$ cat src/rtl/fpu_issue_queue.sv
// Issue stage for the half-precision fpu: buffers requests, tracks its one-cycle
// registered latency with a tagged valid pipeline and returns results in request order.
module fpu_issue_queue #(
   parameter int QDEPTH = 4,
   parameter int RDEPTH = 4,
   parameter int TAG_W  = 4
) (
   input  logic             clk,
   input  logic             rst,
   input  logic             req_valid,
   output logic             req_ready,
   input  logic [15:0]      req_a,
   input  logic [15:0]      req_b,
   input  logic [1:0]       req_op,
   input  logic [TAG_W-1:0] req_tag,
   output logic [15:0]      fpu_a,
   output logic [15:0]      fpu_b,
   output logic [1:0]       fpu_opcode,
   input  logic [15:0]      fpu_out,
   input  logic [5:0]       fpu_flag,
   output logic             rsp_valid,
   input  logic             rsp_ready,
   output logic [15:0]      rsp_result,
   output logic [5:0]       rsp_flag,
   output logic [TAG_W-1:0] rsp_tag,
   output logic [3:0]       sticky_flag,
   input  logic             sticky_clr,
   output logic [1:0]       inflight
);

   localparam int QW = $clog2(QDEPTH);
   localparam int RW = $clog2(RDEPTH);

   logic [15:0]      q_a   [QDEPTH];
   logic [15:0]      q_b   [QDEPTH];
   logic [1:0]       q_op  [QDEPTH];
   logic [TAG_W-1:0] q_tag [QDEPTH];
   logic [QW-1:0]    q_wr;
   logic [QW-1:0]    q_rd;
   logic [QW:0]      q_count;

   logic [15:0]      rb_res [RDEPTH];
   logic [5:0]       rb_flg [RDEPTH];
   logic [TAG_W-1:0] rb_tag [RDEPTH];
   logic [RW-1:0]    rb_wr;
   logic [RW-1:0]    rb_rd;
   logic [RW:0]      rb_count;

   logic             s1_v;
   logic             s2_v;
   logic [1:0]       s1_op;
   logic [1:0]       s2_op;
   logic [TAG_W-1:0] s1_tag;
   logic [TAG_W-1:0] s2_tag;
   logic [3:0]       sticky;

   logic             push;
   logic             issue;
   logic             pop;
   logic             capture;
   logic [RW+1:0]    occ;
   logic [QW:0]      q_count_nx;
   logic [RW:0]      rb_count_nx;
   logic [15:0]      cap_res;
   logic [5:0]       cap_flg;
   logic [3:0]       sticky_nx;

   always_comb begin
      push        = req_valid && req_ready;
      pop         = (rb_count != (RW+1)'(0)) && rsp_ready;
      capture     = s2_v;
      // credit counts results already buffered plus everything still in the fpu
      occ         = (RW+2)'(rb_count) + (RW+2)'(s1_v) + (RW+2)'(s2_v);
      issue       = (q_count != (QW+1)'(0)) && (occ < (RW+2)'(RDEPTH));
      q_count_nx  = q_count + (QW+1)'(push) - (QW+1)'(issue);
      rb_count_nx = rb_count + (RW+1)'(capture) - (RW+1)'(pop);
      if (s2_op == 2'b11) begin
         cap_res = 16'h7E00;
         cap_flg = 6'b010000;
      end else begin
         cap_res = fpu_out;
         cap_flg = fpu_flag;
      end
      if (capture) begin
         sticky_nx = (sticky_clr ? 4'b0000 : sticky) |
                     {(s2_op == 2'b11), cap_flg[5], cap_flg[4], cap_flg[3]};
      end else if (sticky_clr) begin
         sticky_nx = 4'b0000;
      end else begin
         sticky_nx = sticky;
      end
   end

   always_ff @(posedge clk) begin
      if (push) begin
         q_a[q_wr]   <= req_a;
         q_b[q_wr]   <= req_b;
         q_op[q_wr]  <= req_op;
         q_tag[q_wr] <= req_tag;
      end
   end

   always_ff @(posedge clk) begin
      if (rst) begin
         q_wr      <= QW'(0);
         q_rd      <= QW'(0);
         q_count   <= (QW+1)'(0);
         req_ready <= 1'b0;
      end else begin
         if (push) begin
            q_wr <= q_wr + QW'(1);
         end
         if (issue) begin
            q_rd <= q_rd + QW'(1);
         end
         q_count   <= q_count_nx;
         req_ready <= (q_count_nx < (QW+1)'(QDEPTH));
      end
   end

   always_ff @(posedge clk) begin
      if (rst) begin
         fpu_a      <= 16'h0000;
         fpu_b      <= 16'h0000;
         fpu_opcode <= 2'b00;
         s1_v       <= 1'b0;
         s2_v       <= 1'b0;
         s1_op      <= 2'b00;
         s2_op      <= 2'b00;
         s1_tag     <= TAG_W'(0);
         s2_tag     <= TAG_W'(0);
      end else begin
         if (issue) begin
            fpu_a      <= q_a[q_rd];
            fpu_b      <= q_b[q_rd];
            fpu_opcode <= q_op[q_rd];
            s1_op      <= q_op[q_rd];
            s1_tag     <= q_tag[q_rd];
         end
         s1_v   <= issue;
         s2_v   <= s1_v;
         s2_op  <= s1_op;
         s2_tag <= s1_tag;
      end
   end

   // result buffer is cleared on reset so the head reads zero while empty
   always_ff @(posedge clk) begin
      if (rst) begin
         rb_wr    <= RW'(0);
         rb_rd    <= RW'(0);
         rb_count <= (RW+1)'(0);
         for (int i = 0; i < RDEPTH; i++) begin
            rb_res[i] <= 16'h0000;
            rb_flg[i] <= 6'b000000;
            rb_tag[i] <= TAG_W'(0);
         end
      end else begin
         if (capture) begin
            rb_res[rb_wr] <= cap_res;
            rb_flg[rb_wr] <= cap_flg;
            rb_tag[rb_wr] <= s2_tag;
            rb_wr         <= rb_wr + RW'(1);
         end
         if (pop) begin
            rb_rd <= rb_rd + RW'(1);
         end
         rb_count <= rb_count_nx;
      end
   end

   always_ff @(posedge clk) begin
      if (rst) begin
         sticky <= 4'b0000;
      end else begin
         sticky <= sticky_nx;
      end
   end

   assign rsp_valid   = (rb_count != (RW+1)'(0));
   assign rsp_result  = rb_res[rb_rd];
   assign rsp_flag    = rb_flg[rb_rd];
   assign rsp_tag     = rb_tag[rb_rd];
   assign sticky_flag = sticky;
   assign inflight    = {1'b0, s1_v} + {1'b0, s2_v};

endmodule

$ cat config.mk
export PLATFORM = sky130hd
export DESIGN_NAME = fpu_issue_queue
export DESIGN_NICKNAME = d
export VERILOG_FILES = /design/src/rtl/fpu_issue_queue.sv
export SDC_FILE = /design/constraint.sdc
export NUM_CORES = 1
export LEC_CHECK = 0
export ABC_AREA = 1
export CORE_ASPECT_RATIO = 1.75
export CORE_MARGIN = 4
export CORE_UTILIZATION = 45
export CTS_CLUSTER_SIZE = 12
export DETAILED_ROUTE_END_ITERATION = 16
export HOLD_SLACK_MARGIN = 0.06
export PLACE_DENSITY = 0.75
export SLEW_MARGIN = 20
export SYNTH_ARGS = -nofsm -noshare
export SYNTH_HDL_FRONTEND = slang
export SYNTH_SLANG_ARGS = --single-unit
$ cat constraint.sdc
create_clock -name clk -period 7 [get_ports clk]
set_input_delay 0.7 -clock clk [delete_from_list [all_inputs] [get_ports clk]]
set_output_delay 0.7 -clock clk [all_outputs]
set_load 0.01 [all_outputs]
==> results by group, run 1 <==
Outcome
  – Status: complete, no violations

Synthesis
  – Number of synthesized register bits: 323
  – Share of the yosys chip area belonging to registers: 70.4%
  – Syn_nets: 1,221
  – Number of synthesis warnings: 0
  – Area of the mapped netlist: 12,800 um^2
  – Fraction of registers with async set/reset: 0%
  – Average instance area after synthesis: 11.2 um^2
  – Count of distinct cell types in the synthesized netlist: 33
  – Commonest register cell after synthesis: edfxtp_1
  – Number of enable flip-flop cells after synthesis: 256
  – Cell count after synthesis: 1,143

Clock network
  – Maximum buffer depth of the clock tree: 3
  – Htree depth: 1
  – Cell at the root of the clock tree: clkbuf_16
  – Post-CTS Hold Buffers: 0
  – Number of buffers inserted to repair setup after CTS: 0
  – Clock sinks: 323
  – CTS clk-pin slew, worst paths: 0.06 ns
  – Post-CTS sizing: 0
  – Clock tree from TritonCTS: done
  – CTS buffer count: 31
  – Clk_lat worst skew: 0.57 ns

Setup path
  – Element type at the critical path start: flop
  – Cell mode on critical path: buf_4
  – Sum of buffers and inverters on the critical path: 4
  – Maximum fanout encountered on the critical timing path: 53
  – Slowest cell on the critical path: clkdlybuf4s50_1
  – Cell type group with the largest total delay on the critical path: buffers and inverters
  – Crit Path Class: flop to output pin
  – Highest cell delay on the worst timing path: 0.61 ns
  – Cell-by-cell trace of the critical path: buf_4 -> inv_1 -> buf_4 -> o21ai_0 -> o22ai_1 -> clkdlybuf4s50_1
  – Worst EP required: 6.30 ns
  – Sort of element at the end of the critical path: output pin
  – Arrival time reported for the critical path endpoint: 2.78 ns

Die
  – Initial standard-cell utilization of the core: 45.7%
  – Floorplan die area: 31,400 um^2
  – Boundary Pins: 133
  – Overall die height: 231 um
  – Horiz. Die Dim: 136 um
  – Floorplan Core Area: 28,100 um^2
  – Std cell rows: 81

Placement
  – Cell Area, Placed: 14,400 um^2
  – Detailed Place HPWL: 17,100 um
  – Pre-CTS setup slack: 3.41 ns
  – Placed cell count: 1,601
  – Final weighted congestion in routability-driven placement: 0.765
  – Port bufs: 132

Detailed routing
  – Routed wire per std cell: 17.1 um
  – Routed via count: 8,518
  – Number of iterations in the first detailed-routing pass: 5
  – Via density per instance: 5.13
  – Post-route DRC violation count: 0
  – Number of design-rule violations left by the first detailed-router iteration: 564
  – Total wirelength of the detailed-routed design: 28,300 um
  – Residual antenna-violating net count after detailed routing: 0

Timing
  – Setup-violating endpoint count in the final report: 0
  – RSZ-0062 raised after global routing: no
  – Final Max Slew Viols: 0
  – Post-layout minimum cycle time: 3.48 ns
  – Final worst-path setup slack: 3.52 ns
  – Maximum clock skew at final layout: 0.0211 ns
  – Setup_tns: 0 ns
  – Slew of the pin with the lowest slew margin: 0.900 ns
  – Number of endpoints with negative hold slack in the final report: 0
  – Worst Hold Slack: 0.438 ns
  – Max Freq: 287 MHz
  – Slew HR: 40.0%
  – Final worst path period share: 49.8%

Layout
  – Fraction of final layout cells with drive strength greater than 1: 5.76%
  – Relative area change from synthesis to final layout: 19.4%
  – Post-route core utilization: 54.6%
  – Number of nets in the finished design: 1,339
  – Final instance area: 15,300 um^2
  – Filler Cells Inserted: 2,386
  – Post-route non-filler standard cell count: 1,659

Global route
  – Number of antenna violations at the first check in global routing: 1
  – Met2 routing resource usage after global routing: 35.1%
  – Wire length of the first global-routing pass: 44,300 um
  – Maximum number of pins on one net before global-route repair: 79
  – Global Route Usage Sum: 18.0%
  – Vias in the first global route: 8,705
  – Total gr overflow: 0
  – Gr busiest metal: met2
  – Global-route track usage on met3: 3.34%
  – Met1 Track Usage GR: 19.3%

Power
  – Power density normalized to cell area: 374 nW/um^2
  – Total leakage power: 5.73 nW
  – Power Total: 5.73 mW
  – Maximum VDD drop: 266 uV

Job
  – Number of maximum-capacitance violations: 0

Min path
  – Hold WC Path Type: flop to flop
layer usage:
metal  share of wire (%)  vias up
li1                    -     4127
met1                  36     4089
met2                  56      254
met3                 6.2       48
met4                 2.1        0
met5                   0        -
Yosys cell counts (3+ instances only):
master | instances | area share (%)
o22ai_1 | 61 | 3.0
ha_1 | 11 | 1.1
nand2_1 | 102 | 3.0
o21ai_0 | 146 | 5.7
inv_1 | 80 | 2.3
buf_6 | 12 | 1.1
nor3_1 | 4 | 0.16
clkbuf_1 | 22 | 0.64
edfxtp_1 | 256 | 60
dfxtp_1 | 67 | 10
inv_2 | 4 | 0.12
a21oi_1 | 14 | 0.55
nor2_1 | 314 | 9.2
clkbuf_2 | 3 | 0.12
buf_2 | 20 | 0.78
placed cells by master (no fill, tap or decap), drive strengths merged:
cell type / n
edfxtp: 256
clkbuf: 53
diode: 1
a21boi: 1
clkinv: 3
nor2: 316
a21oi: 14
inv: 87
o22ai: 61
ha: 11
clkdlybuf4s50: 132
nand4: 1
xor2: 2
xnor2: 1
fa: 2
buf: 13
or2: 1
nor3: 4
and2: 1
o21ai: 148
nand3: 5
dfxtp: 67
nand2: 106
registers in the layout (all words and copies together) (netlist names), 3 cells and up, named ones only:
| signal | flops |
|---|---|
| fpu_a | 16 |
| fpu_b | 16 |
| q_a | 64 |
| q_b | 64 |
| q_count | 3 |
| q_op | 8 |
| q_tag | 16 |
| rb_count | 3 |
| rb_flg | 24 |
| rb_res | 64 |
| rb_tag | 16 |
| s1_tag | 4 |
| s2_tag | 4 |
| sticky_flag | 4 |
power breakdown:
group / internal [mW] / switching, mW
clock: 0.849 / 0.670
sequential: 2.32 / 0.113
combinational: 0.705 / 1.07
total: 3.87 / 1.85
kinds of logic (layout without fill, tap and decap cells):
logic type	Yosys count	count (layout)	synth area share, %
flops	323	323	70.4
xor+xnor	3	3	0.205
other cells	0	1	0
fa+ha+maj	13	13	1.38
buf+inv	146	288	5.25
compound gates	224	224	9.38
simple gates	434	434	13.4
worst paths after layout:
kind              slack, ns  cells after the start            end  startpoint
setup / recovery       3.52                      6  rsp_result[9]        flop
hold / removal         0.44                      2      s2_tag[0]   s1_tag[0]
setup reg to reg       3.80                     15      req_ready     capture
hold reg to reg        0.44                      2      s2_tag[0]   s1_tag[0]
final cells by class:
class / instances / area [um^2] / area share [%]
Tap cell: 373 / 467 / 3.05
Clock buffer: 53 / 878 / 5.73
Sequential cell: 323 / 9030 / 58.9
Timing Repair Buffer: 145 / 1420 / 9.26
Multi-Input combinational cell: 674 / 3170 / 20.7
Antenna cell: 1 / 2.50 / 0.0163
Inverter: 86 / 325 / 2.12
Clock inverter: 4 / 33.8 / 0.220
tightest hold or removal path: stages, from the launching register on:
cell	delay (ns)
dfxtp_1	0.31
nand2_1	0.06
inv_1	0.05
No activity file was read; power rests on OpenSTA's default activity.
==> run 2, diff against run 1 <==
==> constraint.sdc (replaced) <==
create_clock -name clk -period 3.6 [get_ports clk]
set_input_delay 0.36 -clock clk [delete_from_list [all_inputs] [get_ports clk]]
set_output_delay 0.36 -clock clk [all_outputs]
set_load 0.01 [all_outputs]
==> run 2 against run 1 <==
Non-clock buffer count grew 6. Via count is 0.35% higher. Die area did not move. Global-route usage down 0.20 points. Critical endpoint is now rsp_tag[0]. Clock skew is essentially flat. Routed wire length shrank 0.90%. Final area rose by 0.73%.
==> results by group, run 2 (same netlist as run 1, synthesis figures left out) <==
Clock network
  – Post-CTS sizing: 0 (unchanged)
  – CTS buffer count: 31 (unchanged)
  – Number of buffers inserted to repair setup after CTS: 0 (unchanged)
  – Clock sinks: 323 (unchanged)
  – Htree depth: 1 (unchanged)
  – Clock tree from TritonCTS: done
  – Maximum buffer depth of the clock tree: 3 (unchanged)
  – Cell at the root of the clock tree: clkbuf_16
  – Post-CTS Hold Buffers: 0 (unchanged)
  – CTS clk-pin slew, worst paths: 0.06 ns (about the same)
  – Clk_lat worst skew: 0.57 ns (about the same)

Placement
  – Detailed Place HPWL: 17,900 um (+4.5%)
  – Port bufs: 132 (unchanged)
  – Placed cell count: 1,607 (+0.37%)
  – Cell Area, Placed: 14,500 um^2 (+0.75%)
  – Final weighted congestion in routability-driven placement: 0.772 (+0.86%)
  – Pre-CTS setup slack: 0.853 ns (-2.55 ns)

Layout
  – Final instance area: 15,400 um^2 (+0.73%)
  – Fraction of final layout cells with drive strength greater than 1: 6.04% (+0.28 points)
  – Filler Cells Inserted: 2,376 (-0.42%)
  – Most frequent cells in the layout: nor2_1, edfxtp_1, o21ai_0
  – Largest registers in the final layout: q_a (64), q_b (64), rb_res (64)
  – # diodes: 0 (-1)
  – Area of all sequential standard cells: 9030 um^2 (unchanged)
  – Post-route non-filler standard cell count: 1,665 (+0.36%)
  – Most frequent standard cell in the layout excluding fill and tap cells: nor2_1
  – Number of nets in the finished design: 1,345 (+0.45%)
  – Footprint of the multi-input gates: 3160 um^2 (-0.16%)
  – Relative area change from synthesis to final layout: 20.3%

Global route
  – Vias in the first global route: 8,854 (+1.7%)
  – Met1 Track Usage GR: 18.9% (-0.38 points)
  – Met2 routing resource usage after global routing: 34.3% (-0.81 points)
  – Global Route Usage Sum: 17.8% (-0.20 points)
  – Total gr overflow: 0 (unchanged)
  – Gr busiest metal: met2
  – Number of antenna violations at the first check in global routing: 0 (-1)
  – Global-route track usage on met3: 3.19% (-0.15 points)
  – Wire length of the first global-routing pass: 44,200 um (-0.31%)
  – Maximum number of pins on one net before global-route repair: 78 (-1.3%)

Setup path
  – Highest cell delay on the worst timing path: 0.61 ns (about the same)
  – Sort of element at the end of the critical path: output pin
  – Maximum fanout encountered on the critical timing path: 29 (-45%)
  – Slowest cell on the critical path: clkdlybuf4s50_1
  – Arrival time reported for the critical path endpoint: 2.58 ns (-0.20 ns)
  – Crit Path Class: flop to output pin
  – Sum of buffers and inverters on the critical path: 3 (-1)
  – Element type at the critical path start: flop
  – Cell-by-cell trace of the critical path: inv_1 -> buf_12 -> o21ai_0 -> o22ai_1 -> clkdlybuf4s50_1
  – Worst EP required: 3.24 ns (-3.06 ns)
  – Cell type group with the largest total delay on the critical path: buffers and inverters

Die
  – Floorplan Core Area: 28,100 um^2 (unchanged)
  – Std cell rows: 81 (unchanged)
  – Overall die height: 231 um (unchanged)
  – Boundary Pins: 133 (unchanged)
  – Floorplan die area: 31,400 um^2 (unchanged)
  – Initial standard-cell utilization of the core: 45.7% (unchanged)
  – Horiz. Die Dim: 136 um (unchanged)

Detailed routing
  – Via density per instance: 5.13 (about the same)
  – Number of design-rule violations left by the first detailed-router iteration: 523 (-7.3%)
  – Number of iterations in the first detailed-routing pass: 5 (unchanged)
  – Total wirelength of the detailed-routed design: 28,100 um (-0.90%)
  – Post-route DRC violation count: 0 (unchanged)
  – Routed wire per std cell: 16.9 um (-1.3%)
  – Residual antenna-violating net count after detailed routing: 0 (unchanged)
  – Routed via count: 8,548 (+0.35%)

Timing
  – RSZ-0062 raised after global routing: no
  – Max Freq: 340 MHz
  – Slew HR: 29.9% (-10 points)
  – Final Max Slew Viols: 0 (unchanged)
  – Slew of the pin with the lowest slew margin: 1.05 ns (+0.152 ns)
  – Setup-violating endpoint count in the final report: 0 (unchanged)
  – Maximum clock skew at final layout: 0.0208 ns (-0.000232 ns)
  – Worst Hold Slack: 0.432 ns (-0.00614 ns)
  – Final worst-path setup slack: 0.659 ns (-2.86 ns)
  – Final worst path period share: 81.7%
  – Number of endpoints with negative hold slack in the final report: 0 (unchanged)
  – Post-layout minimum cycle time: 2.94 ns
  – Setup_tns: 0 ns (unchanged)

Power
  – Power share of the clock group: 26.7% (+0.2 points)
  – Total leakage power: 5.78 nW (+0.84%)
  – Power share of the combinational group: 31.2% (+0.2 points)
  – Int Power: 7.60 mW (+96%)
  – Share of total power in sequential cells: 42.2% (-0.3 points)
  – Maximum VDD drop: 561 uV (+110%)
  – Power density normalized to cell area: 725 nW/um^2 (+94%)
  – Net Sw Frac: 32.1% (-0.25 points)
  – Switching component of the power: 3.59 mW (+94%)

Min path
  – Hold WC Path Type: primary input to flop

Outcome
  – Status: complete, no violations

Job
  – Number of maximum-capacitance violations: 0 (unchanged)
[run 2: power by group through the flow]
stage	Clock, mW	Sequential [mW]	Combinational [mW]
2_1_floorplan	0	4.87	2.11
6_report	2.98	4.72	3.49
3_3_place_gp	0	4.78	3.41
3_5_place_dp	0	4.79	3.52
5_1_grt	3.19	4.77	3.92
4_1_cts	3.05	4.72	3.55
[run 2: routing by layer]
layer	wire, um	share of wire (%)
met1	10300	37
met5	0	0
met2	15500	55
met3	1470	5.2
met4	816	2.9
[run 2: final timing paths]
kind / from / endpoint / slack, ns / cells past startpoint
max: flop / rsp_tag[0] / 0.66 / 5
min: req_b[4] / q_b[0][4] / 0.43 / 1
max reg2reg: capture / req_ready / 1.08 / 14
min reg2reg: s1_tag[0] / s2_tag[0] / 0.43 / 2
[run 2: final cells by class]
type	instances	area share [%]
inverters	86	2.11
clock buffers	56	5.90
multi-input cells	674	20.5
well taps	373	3.02
flip-flops and latches	323	58.5
repair buffers	151	9.89
clock inverters	2	0.0892
[run 2: through the flow]
stage               power, mW  util, %
finish                   11.2     55.0
global route             11.9     55.0
CTS                      11.3     55.0
detailed placement       8.31     51.7
global placement         8.19     51.7
floorplan                6.98        -
